**config.mk**
```make
export PLATFORM = sky130hd
export DESIGN_NAME = mem_port_arbiter
export DESIGN_NICKNAME = d
export VERILOG_FILES = /design/src/rtl/mem_port_arbiter.sv
export SDC_FILE = /design/constraint.sdc
export NUM_CORES = 1
export LEC_CHECK = 0
export BUFFER_PORTS_ARGS = -buffer_cell sky130_fd_sc_hd__buf_2
export CAP_MARGIN = 20
export CORE_AREA = 2 2 123 125
export CTS_CLUSTER_SIZE = 30
export DETAILED_ROUTE_END_ITERATION = 7
export DIE_AREA = 0 0 125 127
export GPL_TIMING_DRIVEN = 0
export HOLD_SLACK_MARGIN = 0.12
export PLACE_DENSITY_LB_ADDON = 0.15
export SYNTH_ARGS = -nofsm -noshare
export SYNTH_HDL_FRONTEND = slang
export SYNTH_SLANG_ARGS = --single-unit
```
**constraint.sdc**
```tcl
create_clock -name clk -period 3.3 [get_ports clk]
set_clock_uncertainty 0.2 [all_clocks]
set_input_delay 0.495 -clock clk [delete_from_list [all_inputs] [get_ports clk]]
set_output_delay 0.495 -clock clk [all_outputs]
set_load 0.01 [all_outputs]
```
**src/rtl/mem_port_arbiter.sv**
```systemverilog
// Arbiter sharing one single-port memory between the fetch side and the load/store side.
// Data side wins ties, and a streak limit on data grants guarantees fetch progress.
module mem_port_arbiter #(
   parameter int ADDR_BITS        = 6,
   parameter int WORDSIZE         = 64,
   parameter int INSTRUCTION_SIZE = 32,
   parameter int MEM_LATENCY      = 1,
   parameter int MAX_D_STREAK     = 4
) (
   input  logic                        clk,
   input  logic                        rst,
   input  logic                        i_req,
   input  logic [ADDR_BITS-1:0]        i_addr,
   output logic                        i_gnt,
   output logic                        i_rvalid,
   output logic [INSTRUCTION_SIZE-1:0] i_rdata,
   input  logic                        d_req,
   input  logic                        d_we,
   input  logic [ADDR_BITS-1:0]        d_addr,
   input  logic [WORDSIZE-1:0]         d_wdata,
   output logic                        d_gnt,
   output logic                        d_rvalid,
   output logic [WORDSIZE-1:0]         d_rdata,
   output logic                        mem_en,
   output logic                        mem_we,
   output logic [ADDR_BITS-1:0]        mem_addr,
   output logic [WORDSIZE-1:0]         mem_wdata,
   input  logic [WORDSIZE-1:0]         mem_rdata,
   output logic                        busy
);

   localparam int CNT_W = (MEM_LATENCY > 1) ? $clog2(MEM_LATENCY) : 1;
   localparam int STK_W = $clog2(MAX_D_STREAK + 1);
   localparam logic [CNT_W-1:0] CNT_LAST = CNT_W'(MEM_LATENCY - 1);
   localparam logic [STK_W-1:0] STK_MAX  = STK_W'(MAX_D_STREAK);

   typedef enum logic [1:0] {IDLE, BUSY, RESP} state_t;

   state_t                      state_q, state_d;
   logic                        owner_d_q, owner_d_d;
   logic [ADDR_BITS-1:0]        addr_q, addr_d;
   logic                        we_q, we_d;
   logic [WORDSIZE-1:0]         wdata_q, wdata_d;
   logic [CNT_W-1:0]            cnt_q, cnt_d;
   logic [STK_W-1:0]            streak_q, streak_d;
   logic [INSTRUCTION_SIZE-1:0] i_rdata_q, i_rdata_d;
   logic [WORDSIZE-1:0]         d_rdata_q, d_rdata_d;
   logic                        i_win, d_win;

   // Data wins unless a waiting fetch has already been passed over MAX_D_STREAK times.
   always_comb begin
      i_win = 1'b0;
      d_win = 1'b0;
      if (state_q == IDLE) begin
         if (d_req && !(i_req && (streak_q == STK_MAX))) begin
            d_win = 1'b1;
         end else if (i_req) begin
            i_win = 1'b1;
         end
      end
   end

   always_comb begin
      state_d   = state_q;
      owner_d_d = owner_d_q;
      addr_d    = addr_q;
      we_d      = we_q;
      wdata_d   = wdata_q;
      cnt_d     = cnt_q;
      streak_d  = streak_q;
      i_rdata_d = i_rdata_q;
      d_rdata_d = d_rdata_q;
      case (state_q)
         IDLE: begin
            if (d_win || i_win) begin
               state_d   = BUSY;
               owner_d_d = d_win;
               addr_d    = d_win ? d_addr : i_addr;
               we_d      = d_win & d_we;
               wdata_d   = d_win ? d_wdata : '0;
               cnt_d     = '0;
               if (i_win || !i_req) begin
                  streak_d = '0;
               end else if (streak_q != STK_MAX) begin
                  streak_d = streak_q + 1'b1;
               end
            end
         end
         BUSY: begin
            cnt_d = cnt_q + 1'b1;
            if (cnt_q == CNT_LAST) begin
               state_d = RESP;
               if (owner_d_q) begin
                  d_rdata_d = we_q ? '0 : mem_rdata;
               end else begin
                  i_rdata_d = mem_rdata[INSTRUCTION_SIZE-1:0];
               end
            end
         end
         RESP:    state_d = IDLE;
         default: state_d = IDLE;
      endcase
   end

   always_ff @(posedge clk) begin
      if (rst) begin
         state_q   <= IDLE;
         owner_d_q <= 1'b0;
         addr_q    <= '0;
         we_q      <= 1'b0;
         wdata_q   <= '0;
         cnt_q     <= '0;
         streak_q  <= '0;
         i_rdata_q <= '0;
         d_rdata_q <= '0;
      end else begin
         state_q   <= state_d;
         owner_d_q <= owner_d_d;
         addr_q    <= addr_d;
         we_q      <= we_d;
         wdata_q   <= wdata_d;
         cnt_q     <= cnt_d;
         streak_q  <= streak_d;
         i_rdata_q <= i_rdata_d;
         d_rdata_q <= d_rdata_d;
      end
   end

   // Memory bus is zeroed outside BUSY so the macro only sees the latched access.
   assign i_gnt     = i_win;
   assign d_gnt     = d_win;
   assign mem_en    = (state_q == BUSY);
   assign mem_we    = mem_en & we_q;
   assign mem_addr  = mem_en ? addr_q : '0;
   assign mem_wdata = mem_en ? wdata_q : '0;
   assign i_rvalid  = (state_q == RESP) & ~owner_d_q;
   assign d_rvalid  = (state_q == RESP) & owner_d_q;
   assign i_rdata   = i_rdata_q;
   assign d_rdata   = d_rdata_q;
   assign busy      = (state_q != IDLE);

endmodule

```
==> impl_metrics.py, run 1 <==
metrics = {
    "clock_tree": {
        "clkSinkCount": 174,
        "cts_max_level": 4,
        "clk_latency_ns": 0.42,
        "hold_buffers": 69,
        "clk_pin_slew_worst_paths_ns": 0.06,
        "clockBufferDepth": 2,
        "cts_buffers": 17,
        "post_cts_buffers": 0,
        "cts_tree": "yes",
        "root_buffer": "clkbuf_16",
        "cts_resized": 0,
    },
    "drt": {
        "routedLengthMet1_um": 9620,
        "met3_length_um": 1690,
        "avgRoutedWirePerCell_um": 16.2,
        "firstDrtPassIters": 5,
        "drtIter0Drc": 490,
        "wl_um": 24100,
        "antenna_left": 0,
        "routed_via_density": 5.31,
        "drcViolationCount": 0,
        "wl_met2_um": 12100,
        "vias": 7885,
        "top_layer": "met4",
    },
    "floorplan": {
        "dieArea_um2": 15900,
        "dieWidth_um": 125,
        "io-pin-count": 318,
        "core-area_um2": 14400,
        "die_h_um": 127,
        "start_util_pct": 50.2,
        "num_rows": 44,
    },
    "placement": {
        "dpl.hpwl_um": 17000,
        "gp_congestion": 0.819,
        "placedCellCount": 1385,
        "portBuffers": 314,
    },
    "hold_path": {
        "hp-class": "in2reg",
        "hold_path_depth": 3,
    },
    "timing": {
        "slew_headroom_pct": 57.3,
        "finalSetupTns_ns": 0,
        "holdWs_ns": 0.130,
        "timing.fmax_ghz": 0.334,
        "setup-violations-final": 0,
        "drv_slew": 0,
        "period_needed_ns": 2.99,
        "period_share_pct": 90.6,
        "hold_viol_final": 0,
        "worst_slew_pin_slew_ns": 0.641,
        "rsz0062_at_grt": "no",
    },
    "synth": {
        "synth_most_common_cell": "dfxtp_1",
        "synth-async-reset-ratio_pct": 0,
        "seq_area_frac_synth_pct": 48.1,
        "synth_cells": 887,
        "yosys_warnings": 0,
        "synth_nets": 1034,
        "syn_area_um2": 7240,
        "synth_edf_count": 0,
        "avgSynthCellArea_um2": 8.16,
        "ys_ff_latch": 174,
        "synth_top_cells_by_area": "dfxtp_1 48%, a21oi_1 12%, nand2_1 6.7%, nand3b_1 6.6%, and2_1 6.2%",
        "ys_top_cells_by_count": "174 x dfxtp_1, 172 x a21oi_1, 130 x nand2_1, 72 x and2_1",
        "yosysTopAreaCell": "dfxtp_1",
        "synth_top_area_share_pct": 48.1,
        "yosysUniqueCellTypes": 37,
        "synth_flop_cell": "dfxtp_1",
    },
    "setup_path": {
        "start_kind": "flip-flop",
        "worstPathArrival_ns": 2.29,
        "cp.required_ns": 2.60,
        "critPathKind": "reg2out",
        "reg2reg_depth": 7,
        "critPathCaptureType": "output port",
        "worstPathMaxFanout": 10,
    },
    "layout": {
        "instances_no_fill": 1486,
        "nets": 1436,
        "drive_above_1_share_pct": 29.1,
        "area.growth.synth_to_final_pct": 42.9,
    },
    "status": {
        "status": "finished clean",
    },
    "power": {
        "power_mw": 5.17,
        "irDropWorstVdd_mv": 0.337,
        "power_density_nw_per_um2": 499,
        "p_leak_nw": 4.53,
    },
    "global_routing": {
        "grt_usage_pct": 29.0,
        "overflow": 0,
        "grt_pass1_wl_um": 37300,
        "grt_start_max_net_pins": 17,
        "antenna_found_initial": 1,
        "grt_pass1_vias": 7309,
    },
    "job": {
        "max_cap_violations": 0,
    },
}
-- per-layer routing --
metal  vias up  global-route usage [%]
li1       3863                       -
met1      3641                    34.6
met3        48                    6.57
met4         0                    12.0
met5         -                       0
met2       333                    50.7
-- state kept, by name, indices dropped and copies added (netlist names) --
name / count
we_q: 1
streak_q: 3
d_rdata: 64
addr_q: 6
state_q: 2
cnt_q: 1
wdata_q: 64
i_rdata: 32
owner_d_q: 1
-- final timing paths --
| path | start | end | slack [ns] |
|---|---|---|---|
| setup reg to reg | streak_q[0] | wdata_q[2] | 1.16 |
| hold reg to reg | d_rdata[40] | d_rdata[40] | 0.25 |
| hold / removal | d_wdata[62] | wdata_q[62] | 0.13 |
| setup / recovery | streak_q[0] | d_gnt | 0.31 |
-- final cells by class --
| class | count | area, µm² |
|---|---|---|
| clock inverter | 10 | 163 |
| antenna | 1 | 2.50 |
| inverter | 4 | 15.0 |
| buffer | 92 | 423 |
| tap | 184 | 230 |
| sequential | 174 | 3480 |
| clock buffer | 21 | 450 |
| fill | 1202 | 4080 |
| multi-input combinational | 617 | 3320 |
| timing repair buffer | 383 | 2260 |
-- through the flow --
step	area, µm²	util, %	setup slack (ns)
global route	10300	71.7	0.152
finish	10300	71.7	0.310
floorplan	7240	-	1.19
detailed placement	9040	62.7	0.793
CTS	10300	71.7	0.312
global placement	9040	62.7	0.797
-- worst max-delay path, stage by stage, from the launching register on --
cell and delay [ns]:
dfxtp_1 0.36, inv_1 0.07, ha_1 0.25, nand3_1 0.32
buf_2 0.33, buf_2 0.26, and2_1 0.14, buf_2 0.12
-- cell usage in the layout (no fill, tap or decap), types with 3 or more instances in the layout --
cell,n
buf_6,4
nand2_1,130
buf_2,334
inv_1,3
dlygate4sd3_1,69
and2_1,72
nor4_1,6
buf_4,6
clkbuf_16,17
nor2_1,4
nor4b_1,6
bufinv_16,4
dfxtp_1,174
nand3_1,67
a2111oi_0,6
o21ai_0,67
nand3b_1,64
a21oi_1,172
clkbuf_1,65
-- kinds of logic (layout without fill, tap and decap cells) --
family	Yosys count	in the layout	share of synthesized area [%]
AO/OA/AOI/OAI	250	250	17.8
adder cells (fa/ha/maj)	2	2	0.346
buffers and inverters	96	510	6.05
flip-flops	174	174	48.1
other	0	1	0
AND/OR/NAND/NOR	365	365	27.7
-- power breakdown --
| part | total [mW] | internal, mW | switching [mW] |
|---|---|---|---|
| Sequential | 2.27 | 2.22 | 0.0535 |
| Clock | 2.11 | 1.28 | 0.823 |
| Combinational | 0.789 | 0.339 | 0.450 |
| Total | 5.17 | 3.84 | 1.33 |
(Power assumes the default switching activity.)
==> run 2: changes to the inputs <==
- CAP_MARGIN: 20 -> 15
- MAX_ROUTING_LAYER: unset -> met4
==> run 2 against run 1 <==
Combinational power about the same. Largest cell class unchanged. Routed wire length decreased by 0.16%. Highest routed layer unchanged. Hold slack about the same. Count of clock-buffer cells in the layout unchanged.
==> impl_metrics.py, run 2 (synthesis gave the netlist of run 1 again) <==
metrics = {
    "floorplan": {
        "num_rows": 44,
        "dieWidth_um": 125,
        "die_h_um": 127,
        "start_util_pct": 50.2,
        "core-area_um2": 14400,
        "io-pin-count": 318,
        "dieArea_um2": 15900,
    },
    "setup_path": {
        "critPathSlowestCell": "dfxtp_1",
        "cp.required_ns": 2.60,
        "cpMostUsedCell": "buf_2",
        "critPathCaptureType": "output port",
        "crit_buf_inv": 4,
        "crit_family": "buffers and inverters",
        "critPathMaxStageDelay_ns": 0.36,
        "start_kind": "flip-flop",
        "crit_chain": "inv_1 > ha_1 > nand3_1 > buf_2 > buf_2 > and2_1 > buf_2",
        "critPathKind": "reg2out",
        "worstPathMaxFanout": 10,
        "worstPathArrival_ns": 2.32,
    },
    "timing": {
        "slew_headroom_pct": 57.5,
        "drv_slew": 0,
        "period_needed_ns": 3.02,
        "timing.fmax_ghz": 0.332,
        "hold_viol_final": 0,
        "worst_slew_pin_slew_ns": 0.638,
        "rsz0062_at_grt": "no",
        "finalSetupTns_ns": 0,
        "setup-violations-final": 0,
        "holdWs_ns": 0.131,
        "period_share_pct": 91.4,
    },
    "layout": {
        "layout_common_cells": "334 x buf_2, 174 x dfxtp_1, 172 x a21oi_1",
        "fillers": 1202,
        "instances_no_fill": 1486,
        "nets": 1436,
        "area.growth.synth_to_final_pct": 42.9,
        "drive_above_1_share_pct": 29.1,
        "fin_area_um2": 10300,
        "final_common_cell": "buf_2",
    },
    "placement": {
        "placedCellCount": 1385,
        "portBuffers": 314,
        "dpl.hpwl_um": 17000,
        "gp_congestion": 0.831,
        "placed_area_um2": 9040,
    },
    "clock_tree": {
        "clkSinkCount": 174,
        "cts_max_level": 4,
        "root_buffer": "clkbuf_16",
        "post_cts_buffers": 0,
        "clk_pin_slew_worst_paths_ns": 0.07,
        "cts_buffers": 17,
        "clk_latency_ns": 0.43,
        "cts_tree": "yes",
        "clockBufferDepth": 2,
    },
    "drt": {
        "wl_um": 24100,
        "antenna_left": 0,
        "avgRoutedWirePerCell_um": 16.2,
        "vias": 7883,
        "firstDrtPassIters": 5,
        "drcViolationCount": 0,
        "routed_via_density": 5.30,
        "drtIter0Drc": 505,
    },
    "global_routing": {
        "overflow": 0,
        "grt_pass1_vias": 7321,
        "antenna_found_initial": 1,
        "grt_start_max_net_pins": 17,
        "grt_pass1_wl_um": 37300,
        "grt_usage_pct": 29.9,
    },
    "job": {
        "max_cap_violations": 0,
    },
    "hold_path": {
        "hp-class": "in2reg",
    },
    "power": {
        "irDropWorstVdd_mv": 0.335,
        "power_mw": 5.16,
        "p_leak_nw": 4.53,
        "power_density_nw_per_um2": 499,
    },
    "status": {
        "status": "finished clean",
    },
}
[run 2: cell counts in the layout (fill, tap and decap cells not counted)]
Identical to the previous run, type by type.
[run 2: path summary, 6_finish.rpt]
path / from / to / slack, ns / cells after the start
max: streak_q[0] / d_gnt / 0.28 / 7
min: d_wdata[63] / wdata_q[63] / 0.13 / 3
max reg2reg: streak_q[0] / wdata_q[48] / 1.16 / 7
min reg2reg: d_rdata[3] / d_rdata[3] / 0.25 / 2
[run 2: per-layer routing]
layer	routed length [µm]	vias up	track usage [%]
met1	9620	3620	35.5
li1	-	3860	-
met5	0	-	-
met4	788	0	12.0
met2	11900	345	50.7
met3	1730	58	5.57
[run 2: what timing repair did]
item	CTS	global route
setup endpoints to repair	0	0
hold endpoints to repair	69	0
hold buffers	69	0
resized for setup	0	0
[run 2: stage by stage]
stage / utilization (%) / worst slack, ns
after floorplan: - / 1.19
after global placement: 62.7 / 0.797
after detailed placement: 62.7 / 0.793
after CTS: 71.7 / 0.312
after global routing: 71.7 / 0.150
final: 71.7 / 0.285
[run 2: cell type report]
class	count	area, µm²	area share [%]
Antenna cell	1	2.50	0.0242
Buffer	92	423	4.09
Clock buffer	21	450	4.35
Clock inverter	10	163	1.57
Inverter	4	15.0	0.145
Multi-Input combinational cell	617	3320	32.1
Sequential cell	174	3480	33.7
Tap cell	184	230	2.22
Timing Repair Buffer	383	2260	21.9
[run 2: where the power goes]
| group | internal, mW | switching, mW |
|---|---|---|
| registers | 2.21 | 0.0536 |
| logic | 0.339 | 0.450 |
| clock network | 1.28 | 0.823 |
| total | 3.84 | 1.33 |
[run 2: worst register-to-register path, stage by stage, from the launching register on]
cell and delay, ns:
dfxtp_1 0.36, inv_1 0.08, ha_1 0.26, nand3_1 0.34, buf_2 0.33, buf_2 0.27
nand3_1 0.11, a21oi_1 0.13
==> run 3: changes to the inputs <==
- clock period: 3.3 -> 3.6 ns (I/O delays scaled with it)
==> run 3 against run 2 <==
Combinational power decreased by 17%. Non-clock buffer count is 69 lower. Global-route usage decreased by 1.3 points. Hold slack better by 0.029 ns. Final cell count shrank 4.4%. Via count fell by 4.0%. Power shrank 9.8%. First-iteration DRC count rose by 1.2%. Die area unchanged. Critical path depth did not move. Clock power shrank 9%.
==> impl_metrics.py, run 3 (synthesis gave the netlist of run 1 again) <==
metrics = {
    "clock_tree": {
        "clkSinkCount": 174,
        "cts_buffers": 17,
        "clockBufferDepth": 2,
        "clk_latency_ns": 0.42,
        "hold_buffers": 0,
        "cts_tree": "yes",
        "post_cts_buffers": 0,
        "root_buffer": "clkbuf_16",
        "cts_max_level": 4,
        "clk_pin_slew_worst_paths_ns": 0.07,
        "cts_resized": 0,
    },
    "placement": {
        "dpl.hpwl_um": 17000,
        "gp_congestion": 0.831,
        "placedCellCount": 1385,
        "portBuffers": 314,
    },
    "global_routing": {
        "grt_start_max_net_pins": 17,
        "grt_usage_pct": 28.7,
        "antenna_found_initial": 4,
        "overflow": 0,
        "grt_pass1_wl_um": 35600,
        "grt_pass1_vias": 6905,
    },
    "setup_path": {
        "worstPathArrival_ns": 2.29,
        "start_kind": "flip-flop",
        "rrSetupSlack_ns": 1.47,
        "reg2reg_depth": 7,
        "worstPathMaxFanout": 10,
        "critPathKind": "reg2out",
        "r2r-start": "streak_q[0]",
        "cp.required_ns": 2.86,
        "r2r-end": "wdata_q[52]",
        "critPathCaptureType": "output port",
    },
    "floorplan": {
        "core-area_um2": 14400,
        "start_util_pct": 50.2,
        "dieArea_um2": 15900,
        "die_h_um": 127,
        "num_rows": 44,
        "dieWidth_um": 125,
        "io-pin-count": 318,
    },
    "drt": {
        "drcViolationCount": 0,
        "drtIter0Drc": 511,
        "wl_met2_um": 11400,
        "routed_via_density": 5.33,
        "avgRoutedWirePerCell_um": 16.2,
        "firstDrtPassIters": 5,
        "routedLengthMet1_um": 9400,
        "vias": 7565,
        "top_layer": "met4",
        "antenna_left": 0,
        "wl_um": 23000,
        "met3_length_um": 1670,
    },
    "hold_path": {
        "hp-class": "in2reg",
        "hold_path.startpoint": "d_wdata[18]",
        "hold_end": "wdata_q[18]",
        "hold_path_depth": 3,
    },
    "layout": {
        "final_common_cell": "buf_2",
        "drive_above_1_share_pct": 30.8,
        "layout_common_cells": "334 x buf_2, 174 x dfxtp_1, 172 x a21oi_1",
        "nets": 1367,
        "area.growth.synth_to_final_pct": 33.5,
        "fillers": 1321,
        "instances_no_fill": 1420,
    },
    "timing": {
        "setup-violations-final": 0,
        "period_needed_ns": 3.03,
        "finalSetupTns_ns": 0,
        "slew_headroom_pct": 55.9,
        "worst_slew_pin_slew_ns": 0.661,
        "hold_viol_final": 0,
        "period_share_pct": 84.1,
        "timing.fmax_ghz": 0.330,
        "drv_slew": 0,
        "rsz0062_at_grt": "no",
        "holdWs_ns": 0.160,
    },
    "power": {
        "power_density_nw_per_um2": 482,
        "power_mw": 4.66,
        "p_leak_nw": 4.24,
        "irDropWorstVdd_mv": 0.304,
    },
    "status": {
        "status": "finished clean",
    },
    "job": {
        "max_cap_violations": 0,
    },
}
-- run 3: changes by cell type in the layout (fill, tap and decap cells not counted), sizes merged --
cell	change
dlygate4sd3	-69
diode	+3
-- run 3: worst max-delay path by stage --
| stage | end | from | slack, ns | depth (start not counted) |
|---|---|---|---|---|
| finish | d_gnt | streak_q[0] | 0.57 | 7 |
| global route | d_gnt | streak_q[0] | 0.41 | 7 |
| CTS | d_gnt | streak_q[0] | 0.57 | 7 |
| detailed placement | d_gnt | i_req | 1.00 | 6 |
| global placement | d_gnt | i_req | 1.01 | 6 |
| floorplan | d_gnt | i_req | 1.40 | 5 |
-- run 3: final cells by class --
class	instances	area (µm²)	area share, %
tap	184	230	2.38
buffer	92	423	4.38
multi-input combinational	617	3320	34.3
clock buffer	21	450	4.66
timing repair buffer	314	1570	16.3
inverter	4	15.0	0.155
clock inverter	10	163	1.68
sequential	174	3480	36.0
antenna	4	10.0	0.104
-- run 3: per-stage QoR --
stage | worst slack [ns] | area (µm²) | util (%)
6_report | 0.573 | 9660 | 67.0
4_1_cts | 0.567 | 9650 | 66.9
3_5_place_dp | 1.00 | 9040 | 62.7
5_1_grt | 0.408 | 9660 | 67.0
2_1_floorplan | 1.40 | 7240 | -
3_3_place_gp | 1.01 | 9040 | 62.7
-- run 3: where the power goes --
group          total (mW)  internal (mW)  switching [mW]
clock network        1.92           1.18           0.745
registers            2.08           2.03          0.0488
logic               0.658          0.262           0.396
-- run 3: critical path, stage by stage, from the launching register on --
cell and delay, ns:
dfxtp_1 0.36, inv_1 0.07, ha_1 0.25, nand3_1 0.33, buf_2 0.32, buf_2 0.26, and2_1 0.15, buf_2 0.12
-- run 3: per-layer routing --
metal	vias to the layer above	GRT usage, %
met4	0	10.5
li1	3731	-
met3	39	6.07
met5	-	-
met1	3481	34.7
met2	314	47.5
